`src/rtl/gf180mcu_ws_io_pkg.sv`:
```
// Shared types and defaults for the gf180mcu_ws_io pad-ring power sequencer.
// Holds the sequencer state encoding and the output decode used by the top.
package gf180mcu_ws_io_pkg;

    localparam int unsigned DEB_CYCLES_DEF = 16;
    localparam int unsigned IO_DELAY_DEF   = 8;

    typedef enum logic [2:0] {
        ST_OFF      = 3'd0,
        ST_DEBOUNCE = 3'd1,
        ST_CORE_UP  = 3'd2,
        ST_ON       = 3'd3,
        ST_DOWN     = 3'd4
    } pwr_state_e;

    typedef struct packed {
        logic core_rstn;
        logic io_oe_en;
        logic io_ie_en;
        logic ready;
    } pwr_outs_t;

    // DOWN keeps the core out of reset for one cycle after the pad gates close.
    function automatic pwr_outs_t decode_outs(input pwr_state_e state);
        pwr_outs_t outs;
        outs = '0;
        case (state)
            ST_CORE_UP: begin
                outs.core_rstn = 1'b1;
                outs.io_ie_en  = 1'b1;
            end
            ST_ON: begin
                outs.core_rstn = 1'b1;
                outs.io_ie_en  = 1'b1;
                outs.io_oe_en  = 1'b1;
                outs.ready     = 1'b1;
            end
            ST_DOWN: outs.core_rstn = 1'b1;
            default: outs = '0;
        endcase
        return outs;
    endfunction

endpackage

```
`src/rtl/gf180mcu_ws_io__sync2.sv`:
```
// Two-flop synchroniser for an asynchronous level input, reset to 0.
module gf180mcu_ws_io__sync2 (
    input  logic clk,
    input  logic rst_n,
    input  logic d,
    output logic q
);

    logic meta_q;
    logic sync_q;

    // NOTE: non-blocking so the second stage samples the first stage's pre-edge value.
    always_ff @(posedge clk or negedge rst_n) begin
        if (!rst_n) begin
            meta_q <= 1'b0;
            sync_q <= 1'b0;
        end else begin
            meta_q <= d;
            sync_q <= meta_q;
        end
    end

    assign q = sync_q;

endmodule

```
`src/rtl/gf180mcu_ws_io__pwr_seq.sv`:
```
// Power-up/power-down sequencer for the gf180mcu_ws_io pad ring.
// Optional brownout counter: define GF180MCU_WS_IO_PWR_SEQ_BROWNOUT_EN to build it.
module gf180mcu_ws_io__pwr_seq
    import gf180mcu_ws_io_pkg::*;
#(
    parameter int unsigned DEB_CYCLES = DEB_CYCLES_DEF,
    parameter int unsigned IO_DELAY   = IO_DELAY_DEF,
    parameter int unsigned CNT_W      = 16,
    parameter int unsigned BO_W       = 8
) (
    input  logic            CLK,
    input  logic            RSTN,
    input  logic            PG_DVDD,
    input  logic            PG_VDD,
    output logic            CORE_RSTN,
    output logic            IO_OE_EN,
    output logic            IO_IE_EN,
    output logic            READY,
    output logic [BO_W-1:0] BO_CNT
);

    localparam logic [CNT_W-1:0] DEB_LAST = CNT_W'(DEB_CYCLES - 1);
    localparam logic [CNT_W-1:0] IO_LAST  = CNT_W'(IO_DELAY - 1);

    logic       pg_dvdd_s;
    logic       pg_vdd_s;
    logic       pg;
    pwr_state_e state_q, state_d;
    logic [CNT_W-1:0] cnt_q, cnt_d;
    pwr_outs_t  outs;

    gf180mcu_ws_io__sync2 u_sync_dvdd (
        .clk   (CLK),
        .rst_n (RSTN),
        .d     (PG_DVDD),
        .q     (pg_dvdd_s)
    );

    gf180mcu_ws_io__sync2 u_sync_vdd (
        .clk   (CLK),
        .rst_n (RSTN),
        .d     (PG_VDD),
        .q     (pg_vdd_s)
    );

    assign pg = pg_dvdd_s & pg_vdd_s;

    // NOTE: hold-current defaults first so no path through this block infers a latch.
    always_comb begin
        state_d = state_q;
        cnt_d   = cnt_q;
        case (state_q)
            ST_OFF: begin
                if (pg) begin
                    state_d = ST_DEBOUNCE;
                    cnt_d   = '0;
                end
            end
            ST_DEBOUNCE: begin
                if (!pg) begin
                    state_d = ST_OFF;
                    cnt_d   = '0;
                end else if (cnt_q == DEB_LAST) begin
                    state_d = ST_CORE_UP;
                    cnt_d   = '0;
                end else begin
                    cnt_d = cnt_q + 1'b1;
                end
            end
            ST_CORE_UP: begin
                // Supply loss outranks the terminal count.
                if (!pg) begin
                    state_d = ST_DOWN;
                    cnt_d   = '0;
                end else if (cnt_q == IO_LAST) begin
                    state_d = ST_ON;
                    cnt_d   = '0;
                end else begin
                    cnt_d = cnt_q + 1'b1;
                end
            end
            ST_ON: begin
                if (!pg) begin
                    state_d = ST_DOWN;
                end
            end
            ST_DOWN: begin
                state_d = ST_OFF;
                cnt_d   = '0;
            end
            default: begin
                state_d = ST_OFF;
                cnt_d   = '0;
            end
        endcase
    end

    // NOTE: async reset clears every flop here; nothing in this block is a memory.
    always_ff @(posedge CLK or negedge RSTN) begin
        if (!RSTN) begin
            state_q <= ST_OFF;
            cnt_q   <= '0;
        end else begin
            state_q <= state_d;
            cnt_q   <= cnt_d;
        end
    end

    assign outs      = decode_outs(state_q);
    assign CORE_RSTN = outs.core_rstn;
    assign IO_OE_EN  = outs.io_oe_en;
    assign IO_IE_EN  = outs.io_ie_en;
    assign READY     = outs.ready;

`ifdef GF180MCU_WS_IO_PWR_SEQ_BROWNOUT_EN
    logic [BO_W-1:0] bo_cnt_q, bo_cnt_d;

    always_comb begin
        bo_cnt_d = bo_cnt_q;
        if (state_d == ST_DOWN && state_q != ST_DOWN && bo_cnt_q != '1) begin
            bo_cnt_d = bo_cnt_q + 1'b1;
        end
    end

    always_ff @(posedge CLK or negedge RSTN) begin
        if (!RSTN) begin
            bo_cnt_q <= '0;
        end else begin
            bo_cnt_q <= bo_cnt_d;
        end
    end

    assign BO_CNT = bo_cnt_q;
`else
    assign BO_CNT = '0;
`endif

`ifndef SYNTHESIS
    if (DEB_CYCLES < 1 || IO_DELAY < 1) begin : g_bad_delay
        $error("DEB_CYCLES and IO_DELAY must both be at least 1");
    end
    if (CNT_W < 32 && (DEB_CYCLES > (1 << CNT_W) || IO_DELAY > (1 << CNT_W))) begin : g_bad_cnt_w
        $error("CNT_W too narrow for DEB_CYCLES/IO_DELAY");
    end

    // Pads may only drive while the core is out of reset.
    a_oe_needs_core : assert property (@(posedge CLK) disable iff (!RSTN)
        IO_OE_EN |-> CORE_RSTN);
    a_oe_before_rst : assert property (@(posedge CLK) disable iff (!RSTN)
        $fell(CORE_RSTN) |-> $past(!IO_OE_EN));
`endif

endmodule

```
`config.mk`:
```
export PLATFORM = sky130hd
export DESIGN_NAME = gf180mcu_ws_io__pwr_seq
export DESIGN_NICKNAME = d
export VERILOG_FILES = /design/src/rtl/gf180mcu_ws_io_pkg.sv /design/src/rtl/gf180mcu_ws_io__sync2.sv /design/src/rtl/gf180mcu_ws_io__pwr_seq.sv
export SDC_FILE = /design/constraint.sdc
export NUM_CORES = 1
export LEC_CHECK = 0
export ABC_AREA = 1
export BUFFER_PORTS_ARGS = -buffer_cell sky130_fd_sc_hd__buf_4
export CELL_PAD_IN_SITES_DETAIL_PLACEMENT = 1
export CELL_PAD_IN_SITES_GLOBAL_PLACEMENT = 1
export CORE_MARGIN = 1
export CORE_UTILIZATION = 46
export DETAILED_ROUTE_END_ITERATION = 10
export GPL_TIMING_DRIVEN = 1
export HOLD_SLACK_MARGIN = 0.08
export PLACE_DENSITY = 0.85
export SLEW_MARGIN = 20
export SYNTH_ARGS = -nofsm -noshare
export SYNTH_HDL_FRONTEND = slang
export SYNTH_SLANG_ARGS = --single-unit
```
`constraint.sdc`:
```
create_clock -name CLK -period 2.22 [get_ports CLK]
set_input_delay 0.111 -clock CLK [delete_from_list [all_inputs] [get_ports CLK]]
set_output_delay 0.111 -clock CLK [all_outputs]
set_load 0.005 [all_outputs]
```
==> run metrics <==
area grow syn2layout=5.987%; post-CTS sizing=0; n_diodes=0; most frequent cells in the layout=nand2_1 (53), nor2_1 (29), dfrtp_1 (23); port bufs=7; CP startpoint kind=flop; I/O Pins=16; TritonCTS Buffers=3; CTS tree=yes; CP Capture Type=flop; Post-synth EDFFs=0; ys flop type=dfrtp_1; Layout Nets=211; first-pass GRT wire length=5664 um; routed wire length per instance=13.18 um; Syn Inst Count=196; Starting DRT DRC Count=57; synth top area cells=dfrtp_1 (39%), nand2_1 (13%), nor2_1 (7.3%), nor2_2 (5.5%), nand3_1 (5.1%); largest net degree at the start of global routing=24; drt first pass iters=4; Crit path largest cell delay=400 ps; CTS clk-pin slew, worst paths=140 ps; CTS HTree Levels=1; area fraction of the dominant cell type after synthesis=0.3879; Starting Density=0.4861; crit path DAT=1890 ps; Warnings, synthesis=0; fraction of layout cells with a size suffix above 1=0.1902; commonest non-fill, non-tap cell in the layout=nand2_1; r2r startpoint=cnt_q[1]; critical path's slowest cell=dfrtp_1; vias per inst=4.884; die height=58.80 um; Final TNS setup=0 ps; Sink Count=23; Max Slew Vio Count=0; status=finished, final reports clean; cell mode on critical path=nand2_1; max-cap viol count=0; kind of cell adding the most delay to the critical path=simple AND/OR/NAND/NOR gates; Tcrit/Tclk final=0.7553; r2r endpoint=cnt_q[14]; core area=3053 um2; Synth Area per Inst=7.571 um2; final WL=3282 um; CP Buf/Inv Count=0; CP cell instances=ha_1 -> nand2_1 -> nor2_1 -> nand2_1 -> nor2_1 -> nand3_1 -> nand2_1 -> nor2_2; clk_lat worst skew=320 ps; vias post-DR=1216; Post-Syn Area=1484 um2; fraction of registers with async set/reset=1.000; GPL Wtd Cong=0.8230; WP data required=2430 ps; RSZ-0062 raised after global routing=no; final setup violating endpoints=0; die width=58.80 um; die area=3457 um2; initial antenna violation count=0; row cnt=20; Root Buffer=clkbuf_4; Synth area leader=dfrtp_1; Final min period=1677 ps; CP Class=reg -> reg; DRC=0; Max VDD drop=510.3 uV; PwrDens=752.9 nW/um2; CTS Buffer Depth=2; vias in the first global route=1189; Yosys reg bits=23; post-synth cell types=26; aggregate global routing overflow=0; Overall Global Routing Usage=0.2201; antenna-violating nets left=0; LEAKAGE=0.0007120 uW; R2R depth=8; HP Class=in -> async; clock skew=11.05 ps; HPWL Detailed=2510 um; Achievable Freq=0.5964 GHz; crit-path max FO=3; worst hold margin=203.7 ps; Final Hold Fails=0; r2r setup slk=540 ps; Filler Cell Count=404; post-synthesis sequential area ratio=0.3879
flip-flops by register name, indices dropped and copies added (netlist names):
signal,flops
cnt_q,16
u_sync_vdd.q,1
u_sync_dvdd.q,1
state_q,3
u_sync_vdd.meta_q,1
u_sync_dvdd.meta_q,1
area by class of cell:
| type | instances | area, um2 | share of cell area |
|---|---|---|---|
| Clock buffer | 3 | 22.52 | 0.01432 |
| Clock inverter | 1 | 7.507 | 0.004773 |
| Inverter | 19 | 71.32 | 0.04535 |
| Sequential cell | 23 | 575.6 | 0.3660 |
| Tap cell | 44 | 55.05 | 0.03500 |
| Timing Repair Buffer | 10 | 82.58 | 0.05251 |
| Multi-Input combinational cell | 149 | 758.2 | 0.4821 |
cell families (layout without fill, tap and decap cells):
logic type,after synthesis,after routing,share of synthesized area
simple gates,127,127,0.4199
buf+inv,31,33,0.1189
flops,23,23,0.3879
compound gates,8,8,0.03288
xor+xnor,5,5,0.02952
fa+ha+maj,1,1,0.008430
other cells,1,8,0.002527
how the worst max path moves through the flow:
stage,from,endpoint,slack (ps),cells past startpoint
final,cnt_q[1],cnt_q[14],540,8
after global routing,cnt_q[1],cnt_q[9],360,8
after CTS,cnt_q[1],cnt_q[14],540,8
after detailed placement,cnt_q[1],cnt_q[14],580,8
after global placement,cnt_q[1],cnt_q[7],620,8
after floorplan,cnt_q[0],cnt_q[2],800,11
synthesized netlist by cell type, types with 3 or more instances:
library cell  number
nand2_1           53
nand2_2            4
nor2_2            13
buf_4              9
inv_1             16
xor2_1             3
nand4_1            4
o21ai_0            3
nor2_1            29
nor2_4             4
dfrtp_1           23
nand2_4            3
nand3_1           15
per-layer routing:
metal	track usage	part of all wire
met1	0.3037	0.48
met2	0.3539	0.49
met3	0.03297	0.026
met4	0.07143	0.0091
met5	0	0
what timing repair did:
action / CTS / global route
buffers inserted: 0 / 0
hold buffers: 3 / 0
endpoints found under the hold margin: 25 / 0
per-stage QoR:
step	total power [uW]	worst slack (ps)	area, um2	util	instances
6_report	1184	543.2	1573	0.5152	249
5_1_grt	1274	355.3	1573	0.5152	249
4_1_cts	1202	536.1	1573	0.5152	249
3_5_place_dp	989.1	583.7	1513	0.4955	242
3_3_place_gp	962.6	621.3	1513	0.4955	242
2_1_floorplan	954.6	802.5	1510	-	203
where the power goes:
part           total [uW]  internal, uW  switching [uW]  leakage (uW)
combinational         489           136             352      0.000389
sequential            491           454            36.2      0.000309
clock                 205          68.8             136     0.0000139
total                1180           660             524      0.000712
(Power assumes the default switching activity.)
